==> src/rtl/ex_mdu_stage_pkg.sv <==
`default_nettype none
// ex_pkg: shared encodings for the execute stage and its iterative mul/div unit.
// Revision: 1.0
package ex_pkg;

  localparam logic [1:0] ALUOP_ADD   = 2'b00;
  localparam logic [1:0] ALUOP_SUB   = 2'b01;
  localparam logic [1:0] ALUOP_RTYPE = 2'b10;
  localparam logic [1:0] ALUOP_ITYPE = 2'b11;

  localparam logic [2:0] F3_ADD  = 3'b000;
  localparam logic [2:0] F3_SLL  = 3'b001;
  localparam logic [2:0] F3_SLT  = 3'b010;
  localparam logic [2:0] F3_SLTU = 3'b011;
  localparam logic [2:0] F3_XOR  = 3'b100;
  localparam logic [2:0] F3_SR   = 3'b101;
  localparam logic [2:0] F3_OR   = 3'b110;
  localparam logic [2:0] F3_AND  = 3'b111;

  localparam logic [2:0] F3_MUL    = 3'b000;
  localparam logic [2:0] F3_MULH   = 3'b001;
  localparam logic [2:0] F3_MULHSU = 3'b010;
  localparam logic [2:0] F3_MULHU  = 3'b011;
  localparam logic [2:0] F3_DIV    = 3'b100;
  localparam logic [2:0] F3_DIVU   = 3'b101;
  localparam logic [2:0] F3_REM    = 3'b110;
  localparam logic [2:0] F3_REMU   = 3'b111;

  localparam logic [6:0] F7_MULDIV = 7'b0000001;

  typedef enum logic [1:0] {
    IDLE = 2'd0,
    BUSY = 2'd1,
    DONE = 2'd2
  } mdu_state_e;

  // A writer forwards only when it writes a non-x0 register matching the source.
  function automatic logic fwd_hit(input logic we, input logic [4:0] rd, input logic [4:0] rs);
    return we && (rd != 5'd0) && (rd == rs);
  endfunction

endpackage
`default_nettype wire

==> src/rtl/ex_mdu_stage_if.sv <==
`default_nettype none
// ex_mdu_stage_if: ID/EX inputs, MEM/WB forwarding inputs and EX/MEM outputs.
// Revision: 1.0
interface ex_mdu_stage_if #(
  parameter int XLEN = 32
);
  logic [31:0]     inst_i;
  logic [XLEN-1:0] RDData0_i;
  logic [XLEN-1:0] RDData1_i;
  logic [XLEN-1:0] SignExtended_i;
  logic [4:0]      RSaddr_i;
  logic [4:0]      RTaddr_i;
  logic [4:0]      RegDst_i;
  logic [1:0]      ALUOp_i;
  logic            ALUSrc_i;
  logic            RegWrite_i;
  logic            MemToReg_i;
  logic            MemRead_i;
  logic            MemWrite_i;
  logic            WBRegWrite_i;
  logic [4:0]      WBRd_i;
  logic [XLEN-1:0] WBData_i;
  logic [XLEN-1:0] ALUResult_o;
  logic [XLEN-1:0] MemWData_o;
  logic            Zero_o;
  logic [4:0]      RegDst_o;
  logic            RegWrite_o;
  logic            MemToReg_o;
  logic            MemRead_o;
  logic            MemWrite_o;
  logic            stall_o;

  modport slave (
    input  inst_i, RDData0_i, RDData1_i, SignExtended_i, RSaddr_i, RTaddr_i, RegDst_i,
           ALUOp_i, ALUSrc_i, RegWrite_i, MemToReg_i, MemRead_i, MemWrite_i,
           WBRegWrite_i, WBRd_i, WBData_i,
    output ALUResult_o, MemWData_o, Zero_o, RegDst_o, RegWrite_o, MemToReg_o,
           MemRead_o, MemWrite_o, stall_o
  );

  modport master (
    output inst_i, RDData0_i, RDData1_i, SignExtended_i, RSaddr_i, RTaddr_i, RegDst_i,
           ALUOp_i, ALUSrc_i, RegWrite_i, MemToReg_i, MemRead_i, MemWrite_i,
           WBRegWrite_i, WBRd_i, WBData_i,
    input  ALUResult_o, MemWData_o, Zero_o, RegDst_o, RegWrite_o, MemToReg_o,
           MemRead_o, MemWrite_o, stall_o
  );
endinterface
`default_nettype wire

==> src/rtl/ex_mdu_stage_mdu_iter.sv <==
`default_nettype none
// mdu_iter: 32-step shift-add multiplier / restoring divider on operand magnitudes.
// Revision: 1.0
module mdu_iter
  import ex_pkg::*;
(
  input  logic        clk_i,
  input  logic        rst_ni,
  input  logic        start_i,
  input  logic [2:0]  funct3_i,
  input  logic [31:0] a_i,
  input  logic [31:0] b_i,
  output logic        busy_o,
  output logic        done_o,
  output logic [31:0] result_o
);
  mdu_state_e  state_q, state_d;
  logic [4:0]  count_q, count_d;
  logic [31:0] hi_q, hi_d, lo_q, lo_d, md_q, md_d;
  logic [2:0]  f3_q, f3_d;
  logic        a_neg_q, a_neg_d, b_neg_q, b_neg_d;

  logic        a_neg, b_neg;
  logic [32:0] add_sum;
  logic [32:0] div_rs;
  logic [33:0] div_diff;
  logic [63:0] prod_fix;
  logic [31:0] quot_fix, rem_fix;
  logic        unused_diff;

  assign a_neg = a_i[31] && !(funct3_i inside {F3_MULHU, F3_DIVU, F3_REMU});
  assign b_neg = b_i[31] && (funct3_i inside {F3_MUL, F3_MULH, F3_DIV, F3_REM});

  assign add_sum     = {1'b0, hi_q} + {1'b0, md_q};
  assign div_rs      = {hi_q, lo_q[31]};
  assign div_diff    = {1'b0, div_rs} - {2'b00, md_q};
  assign unused_diff = div_diff[32];

  always_comb begin
    state_d = state_q;
    count_d = count_q;
    hi_d    = hi_q;
    lo_d    = lo_q;
    md_d    = md_q;
    f3_d    = f3_q;
    a_neg_d = a_neg_q;
    b_neg_d = b_neg_q;
    case (state_q)
      IDLE: begin
        if (start_i) begin
          state_d = BUSY;
          count_d = 5'd31;
          hi_d    = '0;
          lo_d    = a_neg ? -a_i : a_i;
          md_d    = b_neg ? -b_i : b_i;
          f3_d    = funct3_i;
          a_neg_d = a_neg;
          b_neg_d = b_neg;
        end
      end
      BUSY: begin
        if (f3_q[2]) begin
          // Restoring step: keep the trial difference only when it did not borrow.
          hi_d = div_diff[33] ? div_rs[31:0] : div_diff[31:0];
          lo_d = {lo_q[30:0], ~div_diff[33]};
        end else if (lo_q[0]) begin
          {hi_d, lo_d} = {add_sum, lo_q[31:1]};
        end else begin
          {hi_d, lo_d} = {1'b0, hi_q, lo_q[31:1]};
        end
        if (count_q == 5'd0) begin
          state_d = DONE;
        end else begin
          count_d = count_q - 5'd1;
        end
      end
      DONE:    state_d = IDLE;
      default: state_d = IDLE;
    endcase
  end

  always_ff @(posedge clk_i or negedge rst_ni) begin
    if (!rst_ni) begin
      state_q <= IDLE;
      count_q <= '0;
      hi_q    <= '0;
      lo_q    <= '0;
      md_q    <= '0;
      f3_q    <= '0;
      a_neg_q <= 1'b0;
      b_neg_q <= 1'b0;
    end else begin
      state_q <= state_d;
      count_q <= count_d;
      hi_q    <= hi_d;
      lo_q    <= lo_d;
      md_q    <= md_d;
      f3_q    <= f3_d;
      a_neg_q <= a_neg_d;
      b_neg_q <= b_neg_d;
    end
  end

  // Signed overflow needs no special case: negating 0x80000000 yields itself.
  assign prod_fix = (a_neg_q ^ b_neg_q) ? -{hi_q, lo_q} : {hi_q, lo_q};
  assign quot_fix = (md_q == '0) ? '1 : ((a_neg_q ^ b_neg_q) ? -lo_q : lo_q);
  assign rem_fix  = a_neg_q ? -hi_q : hi_q;

  always_comb begin
    result_o = '0;
    case (f3_q)
      F3_MUL:                         result_o = prod_fix[31:0];
      F3_MULH, F3_MULHSU, F3_MULHU:   result_o = prod_fix[63:32];
      F3_DIV, F3_DIVU:                result_o = quot_fix;
      default:                        result_o = rem_fix;
    endcase
  end

  assign busy_o = (state_q == BUSY);
  assign done_o = (state_q == DONE);
endmodule
`default_nettype wire

==> src/rtl/ex_mdu_stage.sv <==
`default_nettype none
// ex_mdu_stage: RV32 execute stage with forwarding, single-cycle ALU and iterative
// RV32M unit, registering results into the EX/MEM boundary. Revision: 1.0
module ex_mdu_stage
  import ex_pkg::*;
#(
  parameter int XLEN = 32
) (
  input  logic          clk_i,
  input  logic          start_i,
  ex_mdu_stage_if.slave bus
);
  logic [XLEN-1:0] op_a, fwd_b, op_b, alu_res, sra_res, mdu_res, ex_res;
  logic [4:0]      shamt;
  logic [2:0]      funct3;
  logic [6:0]      funct7;
  logic            is_mop, mdu_start, mdu_busy, mdu_done, unused_inst;

  logic [XLEN-1:0] ALUResult_q, ALUResult_d, MemWData_q, MemWData_d;
  logic [4:0]      RegDst_q, RegDst_d;
  logic            Zero_q, Zero_d, RegWrite_q, RegWrite_d, MemToReg_q, MemToReg_d;
  logic            MemRead_q, MemRead_d, MemWrite_q, MemWrite_d;

  assign funct3      = bus.inst_i[14:12];
  assign funct7      = bus.inst_i[31:25];
  assign unused_inst = ^{bus.inst_i[24:15], bus.inst_i[11:0]};

  always_comb begin
    op_a = bus.RDData0_i;
    if (fwd_hit(RegWrite_q, RegDst_q, bus.RSaddr_i))              op_a = ALUResult_q;
    else if (fwd_hit(bus.WBRegWrite_i, bus.WBRd_i, bus.RSaddr_i)) op_a = bus.WBData_i;
    fwd_b = bus.RDData1_i;
    if (fwd_hit(RegWrite_q, RegDst_q, bus.RTaddr_i))              fwd_b = ALUResult_q;
    else if (fwd_hit(bus.WBRegWrite_i, bus.WBRd_i, bus.RTaddr_i)) fwd_b = bus.WBData_i;
  end

  assign op_b    = bus.ALUSrc_i ? bus.SignExtended_i : fwd_b;
  assign shamt   = op_b[4:0];
  assign sra_res = $unsigned($signed(op_a) >>> shamt);

  always_comb begin
    alu_res = op_a + op_b;
    case (bus.ALUOp_i)
      ALUOP_ADD: alu_res = op_a + op_b;
      ALUOP_SUB: alu_res = op_a - op_b;
      default: begin
        case (funct3)
          F3_ADD:  alu_res = (bus.ALUOp_i == ALUOP_RTYPE && funct7[5]) ? op_a - op_b : op_a + op_b;
          F3_SLL:  alu_res = op_a << shamt;
          F3_SLT:  alu_res = {{(XLEN-1){1'b0}}, ($signed(op_a) < $signed(op_b))};
          F3_SLTU: alu_res = {{(XLEN-1){1'b0}}, (op_a < op_b)};
          F3_XOR:  alu_res = op_a ^ op_b;
          F3_SR:   alu_res = funct7[5] ? sra_res : (op_a >> shamt);
          F3_OR:   alu_res = op_a | op_b;
          default: alu_res = op_a & op_b;
        endcase
      end
    endcase
  end

  assign is_mop    = (bus.ALUOp_i == ALUOP_RTYPE) && (funct7 == F7_MULDIV);
  assign mdu_start = is_mop && !mdu_busy && !mdu_done;
  // Held low during reset so upstream is released immediately on an abort.
  assign bus.stall_o = start_i && (mdu_start || mdu_busy);

  mdu_iter u_mdu_iter (
    .clk_i    (clk_i),
    .rst_ni   (start_i),
    .start_i  (mdu_start),
    .funct3_i (funct3),
    .a_i      (op_a),
    .b_i      (op_b),
    .busy_o   (mdu_busy),
    .done_o   (mdu_done),
    .result_o (mdu_res)
  );

  assign ex_res = mdu_done ? mdu_res : alu_res;

  always_comb begin
    ALUResult_d = ALUResult_q;
    MemWData_d  = MemWData_q;
    Zero_d      = Zero_q;
    RegDst_d    = '0;
    RegWrite_d  = 1'b0;
    MemToReg_d  = 1'b0;
    MemRead_d   = 1'b0;
    MemWrite_d  = 1'b0;
    if (mdu_done || !(mdu_start || mdu_busy)) begin
      ALUResult_d = ex_res;
      MemWData_d  = fwd_b;
      Zero_d      = (ex_res == '0);
      RegDst_d    = bus.RegDst_i;
      RegWrite_d  = bus.RegWrite_i;
      MemToReg_d  = bus.MemToReg_i;
      MemRead_d   = bus.MemRead_i;
      MemWrite_d  = bus.MemWrite_i;
    end
  end

  always_ff @(posedge clk_i or negedge start_i) begin
    if (!start_i) begin
      ALUResult_q <= '0;
      MemWData_q  <= '0;
      Zero_q      <= 1'b0;
      RegDst_q    <= '0;
      RegWrite_q  <= 1'b0;
      MemToReg_q  <= 1'b0;
      MemRead_q   <= 1'b0;
      MemWrite_q  <= 1'b0;
    end else begin
      ALUResult_q <= ALUResult_d;
      MemWData_q  <= MemWData_d;
      Zero_q      <= Zero_d;
      RegDst_q    <= RegDst_d;
      RegWrite_q  <= RegWrite_d;
      MemToReg_q  <= MemToReg_d;
      MemRead_q   <= MemRead_d;
      MemWrite_q  <= MemWrite_d;
    end
  end

  assign bus.ALUResult_o = ALUResult_q;
  assign bus.MemWData_o  = MemWData_q;
  assign bus.Zero_o      = Zero_q;
  assign bus.RegDst_o    = RegDst_q;
  assign bus.RegWrite_o  = RegWrite_q;
  assign bus.MemToReg_o  = MemToReg_q;
  assign bus.MemRead_o   = MemRead_q;
  assign bus.MemWrite_o  = MemWrite_q;
endmodule
`default_nettype wire

==> src/flat_wrapper.sv <==
// flat-port wrapper written by rule: the top's interface ports become plain ports
module ex_mdu_stage_flat import ex_pkg::*;
#(
  parameter int XLEN = 32
)
  (clk_i, start_i, bus_inst_i, bus_RDData0_i, bus_RDData1_i, bus_SignExtended_i, bus_RSaddr_i, bus_RTaddr_i, bus_RegDst_i, bus_ALUOp_i, bus_ALUSrc_i, bus_RegWrite_i, bus_MemToReg_i, bus_MemRead_i, bus_MemWrite_i, bus_WBRegWrite_i, bus_WBRd_i, bus_WBData_i, bus_ALUResult_o, bus_MemWData_o, bus_Zero_o, bus_RegDst_o, bus_RegWrite_o, bus_MemToReg_o, bus_MemRead_o, bus_MemWrite_o, bus_stall_o);
  ex_mdu_stage_if #(.XLEN(XLEN)) bus_i ();
  input  logic clk_i;
  input  logic start_i;
  input wire logic [$bits(bus_i.inst_i)-1:0] bus_inst_i;
  input wire logic [$bits(bus_i.RDData0_i)-1:0] bus_RDData0_i;
  input wire logic [$bits(bus_i.RDData1_i)-1:0] bus_RDData1_i;
  input wire logic [$bits(bus_i.SignExtended_i)-1:0] bus_SignExtended_i;
  input wire logic [$bits(bus_i.RSaddr_i)-1:0] bus_RSaddr_i;
  input wire logic [$bits(bus_i.RTaddr_i)-1:0] bus_RTaddr_i;
  input wire logic [$bits(bus_i.RegDst_i)-1:0] bus_RegDst_i;
  input wire logic [$bits(bus_i.ALUOp_i)-1:0] bus_ALUOp_i;
  input wire logic [$bits(bus_i.ALUSrc_i)-1:0] bus_ALUSrc_i;
  input wire logic [$bits(bus_i.RegWrite_i)-1:0] bus_RegWrite_i;
  input wire logic [$bits(bus_i.MemToReg_i)-1:0] bus_MemToReg_i;
  input wire logic [$bits(bus_i.MemRead_i)-1:0] bus_MemRead_i;
  input wire logic [$bits(bus_i.MemWrite_i)-1:0] bus_MemWrite_i;
  input wire logic [$bits(bus_i.WBRegWrite_i)-1:0] bus_WBRegWrite_i;
  input wire logic [$bits(bus_i.WBRd_i)-1:0] bus_WBRd_i;
  input wire logic [$bits(bus_i.WBData_i)-1:0] bus_WBData_i;
  output wire logic [$bits(bus_i.ALUResult_o)-1:0] bus_ALUResult_o;
  output wire logic [$bits(bus_i.MemWData_o)-1:0] bus_MemWData_o;
  output wire logic [$bits(bus_i.Zero_o)-1:0] bus_Zero_o;
  output wire logic [$bits(bus_i.RegDst_o)-1:0] bus_RegDst_o;
  output wire logic [$bits(bus_i.RegWrite_o)-1:0] bus_RegWrite_o;
  output wire logic [$bits(bus_i.MemToReg_o)-1:0] bus_MemToReg_o;
  output wire logic [$bits(bus_i.MemRead_o)-1:0] bus_MemRead_o;
  output wire logic [$bits(bus_i.MemWrite_o)-1:0] bus_MemWrite_o;
  output wire logic [$bits(bus_i.stall_o)-1:0] bus_stall_o;
  assign bus_i.inst_i = bus_inst_i;
  assign bus_i.RDData0_i = bus_RDData0_i;
  assign bus_i.RDData1_i = bus_RDData1_i;
  assign bus_i.SignExtended_i = bus_SignExtended_i;
  assign bus_i.RSaddr_i = bus_RSaddr_i;
  assign bus_i.RTaddr_i = bus_RTaddr_i;
  assign bus_i.RegDst_i = bus_RegDst_i;
  assign bus_i.ALUOp_i = bus_ALUOp_i;
  assign bus_i.ALUSrc_i = bus_ALUSrc_i;
  assign bus_i.RegWrite_i = bus_RegWrite_i;
  assign bus_i.MemToReg_i = bus_MemToReg_i;
  assign bus_i.MemRead_i = bus_MemRead_i;
  assign bus_i.MemWrite_i = bus_MemWrite_i;
  assign bus_i.WBRegWrite_i = bus_WBRegWrite_i;
  assign bus_i.WBRd_i = bus_WBRd_i;
  assign bus_i.WBData_i = bus_WBData_i;
  assign bus_ALUResult_o = bus_i.ALUResult_o;
  assign bus_MemWData_o = bus_i.MemWData_o;
  assign bus_Zero_o = bus_i.Zero_o;
  assign bus_RegDst_o = bus_i.RegDst_o;
  assign bus_RegWrite_o = bus_i.RegWrite_o;
  assign bus_MemToReg_o = bus_i.MemToReg_o;
  assign bus_MemRead_o = bus_i.MemRead_o;
  assign bus_MemWrite_o = bus_i.MemWrite_o;
  assign bus_stall_o = bus_i.stall_o;
  ex_mdu_stage #(.XLEN(XLEN)) u_core (.clk_i(clk_i), .start_i(start_i), .bus(bus_i));
endmodule
==> config.mk <==
export PLATFORM = sky130hd
export DESIGN_NAME = ex_mdu_stage_flat
export DESIGN_NICKNAME = d
export VERILOG_FILES = /design/src/rtl/ex_mdu_stage_pkg.sv /design/src/rtl/ex_mdu_stage_if.sv /design/src/rtl/ex_mdu_stage_mdu_iter.sv /design/src/rtl/ex_mdu_stage.sv /design/src/flat_wrapper.sv
export SDC_FILE = /design/constraint.sdc
export NUM_CORES = 2
export LEC_CHECK = 0
export CORE_UTILIZATION = 54
export DETAILED_ROUTE_END_ITERATION = 16
export GPL_TIMING_DRIVEN = 0
export PLACE_DENSITY = 0.79
export SYNTH_ARGS = -nofsm -noshare
export SYNTH_HDL_FRONTEND = slang
export SYNTH_SLANG_ARGS = --single-unit
==> constraint.sdc <==
create_clock -name clk_i -period 8.4 [get_ports clk_i]
set_clock_uncertainty 0.2 [all_clocks]
set_input_delay 1.26 -clock clk_i [delete_from_list [all_inputs] [get_ports clk_i]]
set_output_delay 1.26 -clock clk_i [all_outputs]
set_load 0.02 [all_outputs]
==> metrics, run 1 <==
die span in x=roughly 230 microns; top_reg_cell synth=dfrtp_1; largest net degree at the start of global routing=around 100; Mapped Area=0.02780 sq mm; number of synthesized flops with an enable pin=0; htree depth=4; Post-Place Cells=between 4000 and 5000; Exit stage=global routing; synthesized instance count=3992; Yosys warning total=0; outcome=stopped before the end; HPWL after DPL=128600 microns; Yosys reg bits=182; grt repair worst endpoint=u_core.bus.Zero_o$_DFFE_PN0N_/D; die height=roughly 230 microns; CTS Buf Count=17; cts hold-fix bufs=0; # IOs=around 270; Synthesized Nets=~4400; Yosys cell types=99; Root Driver=clkbuf_16; GP Congestion=1.314; Error=[ERROR GRT-0232] Routing congestion too high. Check the congestion heatmap in the GUI.; Async SR Flop Fraction=1.000; port bufs=238; WEP type=register input; syn avg cell area=6.965 sq um; Initial Util=0.5508; row cnt=82; Clock Path Buffers=2; clock sink count=182; sequential share of the synthesized area=0.1638; global route overflow=1; All-Layer GR Usage=0.6448
[through the flow]
| stage | setup WS [ns] | cell area [sq um] | hold WS [ns] |
|---|---|---|---|
| floorplan | 0.8906 | 27800 | 0.2619 |
| global placement | -2.234 | 31030 | 0.2505 |
| detailed placement | -1.968 | 31550 | 0.2543 |
| CTS | 0.007165 | 32270 | 0.2700 |
[metal layers]
metal | overflow | track usage
met4 | 0 | 0.5485
met2 | 1 | 0.8574
met5 | 0 | 0.1618
met3 | 0 | 0.4351
met1 | 0 | 0.6784
[repair_timing]
action	CTS
buffers inserted	2
hold endpoints to repair	0
pin swaps	1
resized for setup	40
endpoints found under the setup margin	20
[synth_stat cells (all sizes together), types with 33 or more instances]
| library cell | count | share of area |
|---|---|---|
| o21ai | 419 | 0.075 |
| buf | 56 | 0.0090 |
| a21o | 33 | 0.0089 |
| nand3 | 145 | 0.026 |
| xnor2 | 173 | 0.054 |
| dfrtp | 182 | 0.16 |
| xor2 | 81 | 0.026 |
| a21oi | 314 | 0.057 |
| nor4 | 35 | 0.0083 |
| o211ai | 67 | 0.018 |
| nand2 | 427 | 0.058 |
| a211oi | 91 | 0.025 |
| a31oi | 96 | 0.022 |
| nor2 | 336 | 0.046 |
| mux2i | 145 | 0.052 |
| ha | 167 | 0.075 |
| nor2b | 36 | 0.0081 |
| nor3 | 128 | 0.023 |
| inv | 166 | 0.023 |
| clkbuf | 259 | 0.035 |
| o31ai | 41 | 0.012 |
| or3 | 43 | 0.0097 |
[cell families after synthesis]
kind of cell | after synthesis | synth area share
XOR/XNOR | 254 | 0.08001
flip-flops | 182 | 0.1638
AND/OR/NAND/NOR | 1302 | 0.2173
multiplexers | 155 | 0.05828
buffers and inverters | 484 | 0.06696
AO/OA/AOI/OAI | 1444 | 0.3356
adder cells (fa/ha/maj) | 171 | 0.07803
==> run 2: changes to the inputs <==
--- a/config.mk
+++ b/config.mk
@@ -5,10 +5,10 @@
 export SDC_FILE = /design/constraint.sdc
 export NUM_CORES = 2
 export LEC_CHECK = 0
-export CORE_UTILIZATION = 54
+export CORE_UTILIZATION = 39
 export DETAILED_ROUTE_END_ITERATION = 16
 export GPL_TIMING_DRIVEN = 0
-export PLACE_DENSITY = 0.79
+export PLACE_DENSITY_LB_ADDON = 0.15
 export SYNTH_ARGS = -nofsm -noshare
 export SYNTH_HDL_FRONTEND = slang
 export SYNTH_SLANG_ARGS = --single-unit
==> metrics, run 2 <==
outcome=finished with violations; violated checks=max-capacitance violations, max-slew violations, negative setup slack; total power=0.004909 W; M1 WL=71490 microns; post-route minimum period=8.424 ns; critical path's most frequent cell=nand4_1; Mapped Area=0.02780 sq mm (unchanged); number of synthesized flops with an enable pin=0 (unchanged); Logic pwr share=0.604; largest net degree at the start of global routing=112; element type at the critical path end=register; die height=269 microns (+18%); most frequent cell after synthesis=nand2_1; Worst-Margin Slew=1.653 ns; via count=37170; fin crit share=1.003; hold_ws=between 0.2 and 0.3 ns; worst reg2reg path endpoint=u_core.bus.Zero_o; area share of the largest cell type after synthesis=0.1638 (unchanged); Synthesized Nets=4353 (unchanged); P_sw=0.002626 W; Peak VDD IR=0.0001144 V; Root Driver=clkbuf_16; reg-to-reg slack, setup=0.48 ns; dominant cells by area after synthesis=dfrtp_1 (16%), ha_1 (7.5%), o21ai_0 (7.4%); Yosys cell types=99 (unchanged); area grow syn2layout=19.51%; sw frac=0.5348; Initial Util=0.3957 (-0.1551); most frequent cells after synthesis=nand2_1 (427), o21ai_0 (411), nor2_1 (333); commonest non-fill, non-tap cell in the layout=nand2_1; first-pass GRT wire length=265300 microns; Area after DPL=0.03191 sq mm (+1.2%); port bufs=238 (unchanged); Async SR Flop Fraction=1.000 (unchanged); routed wl met2=around 80000 microns; Max-slew headroom=-0.1115; Yosys reg bits=182 (unchanged); post-synth top area cell=dfrtp_1; WL final=approximately 190000 microns; sequential share of the synthesized area=0.1638 (unchanged); worst setup path startpoint=bus_WBRd_i[1]; row cnt=97 (+18%); Filler Cell Count=7170; pwr dens=around 150 mW/mm^2; Clk pwr share=0.177; top_reg_cell synth=dfrtp_1; die area=0.07236 sq mm; cts hold-fix bufs=0 (unchanged); Leak Pwr=12.76 nW; share of cells above drive strength 1=0.06281; uppermost layer routed=met5; clock sink count=182 (unchanged); Final WS setup=-0.02429 ns; global route overflow=0; top fanout value on the critical path=10; vias per cell=7.084; Nets=~4600; Core Area=around 0.07 sq mm; final setup TNS=-0.02429 ns; Post-route DRC=0; Fin. Hold Viols=0; final setup violation count=1; initial antenna violation count=14; crit path to=u_core.bus.Zero_o; Critical-path top delay cell=o21ai_0; DRT Pass-1 Iters=9; DRT antenna net count=0; worst-skew pair later-pin latency=roughly 0.53 ns; fmax=118.7 MHz; Reg2Reg Launch Point=u_core.bus.RegDst_o[0]; Internal Power=0.002283 W; dpl ws=-2.457 ns (-0.4895 ns); Yosys warning total=0 (unchanged); synthesized instance count=3992 (unchanged); Routed wire per std cell=37.13 microns; Crit Path Class=in2reg; clock slew at reported path FFs=0.09 ns; fraction of power consumed by sequential logic=0.219; syn avg cell area=6.965 sq um (unchanged); CP max stage delay=just over 0.8 ns; vias in the first global route=33810; CP Launch Type=input port; CTS tree=built; Final Max Tran Viols=27; Min-Delay Path Class=reg2reg; # IOs=265 (unchanged); metal3 WL=25000 microns; CP arrival=approximately 8.7 ns; most frequent cells in the layout=nand2_1 (427), o21ai_0 (402), nor2_1 (332); htree depth=4 (unchanged); HPWL after DPL=155300 microns (+21%); max-cap viol count=5; Design Area, Final=around 0.033 sq mm; All-Layer GR Usage=0.5257; Worst EP required=8.63 ns; Clock Path Buffers=2 (unchanged); CTS Buf Count=17 (unchanged); die span in x=269 microns (+18%); Worst R2R Path Depth=25; GP Congestion=1.119 (-15%); First DRT Iteration DRCs=~6000
[run 2: cell counts after synthesis]
No cell type changed its count.
[run 2: cell type report]
cell class	instances	area, sq um	area share
clock inverters	13	126.4	0.003803
well taps	940	1176	0.03540
plain buffers	300	1220	0.03671
flip-flops and latches	182	4554	0.1371
inverters	169	644.4	0.01939
repair buffers	290	3007	0.09049
clock buffers	19	452.9	0.01363
multi-input cells	3326	22030	0.6629
diodes	8	20.02	0.0006025
[run 2: per-layer routing]
layer / vias to the layer above / GRT usage
li1: 15360 / -
met3: 881 / 0.1885
met5: - / 0
met2: 3077 / 0.7641
met1: 17840 / 0.6251
met4: 12 / 0.4151
[run 2: kinds of logic after synthesis]
logic type	Yosys count	synth area share
adder cells (fa/ha/maj)	171	0.07803
XOR/XNOR	254	0.08001
AND/OR/NAND/NOR	1302	0.2173
AO/OA/AOI/OAI	1444	0.3356
flip-flops	182	0.1638
buffers and inverters	484	0.06696
multiplexers	155	0.05828
[run 2: power groups by stage]
stage	Sequential [W]	Clock (W)	Combinational [W]
2_1_floorplan	0.00109	0	0.00144
3_3_place_gp	0.00108	0	0.00266
3_5_place_dp	0.00108	0	0.00268
4_1_cts	0.00106	0.000865	0.00273
5_1_grt	0.00107	0.000887	0.00301
6_report	0.00108	0.000870	0.00296
[run 2: worst min path at each step]
stage	startpoint	end	slack [ns]	cells after the start
6_report	u_core.bus.MemWData_o[31]	u_core.bus.MemWData_o[31]	0.28	2
5_1_grt	u_core.bus.MemWData_o[18]	u_core.bus.MemWData_o[18]	0.30	2
4_1_cts	u_core.bus.MemWData_o[19]	u_core.bus.MemWData_o[19]	0.27	2
3_5_place_dp	u_core.bus.MemWData_o[31]	u_core.bus.MemWData_o[31]	0.25	2
3_3_place_gp	u_core.bus.MemWData_o[30]	u_core.bus.MemWData_o[30]	0.25	2
2_1_floorplan	u_core.u_mdu_iter.count_q[0]	u_core.u_mdu_iter.count_q[0]	0.26	1
[run 2: stage by stage]
step / cells / utilization
after CTS: 5228 / 0.4672
after detailed placement: 5194 / 0.4541
after global placement: 5170 / 0.4463
final: 5247 / 0.4728
after floorplan: 3992 / -
after global routing: 5240 / 0.4726
[run 2: worst max-delay path, delay by kind of cell]
family	cells	cell delay [ns]
AO/OA/AOI/OAI	9	3.11
adder cells (fa/ha/maj)	1	0.46
buffers and inverters	4	1.10
AND/OR/NAND/NOR	8	2.01
XOR/XNOR	1	0.33
multiplexers	2	0.33
[run 2: repair_timing]
item,CTS,global route
resized for setup,69,53
buffers inserted,10,17
pin swaps,5,7
setup endpoints to repair,28,8
(Power assumes the default switching activity.)
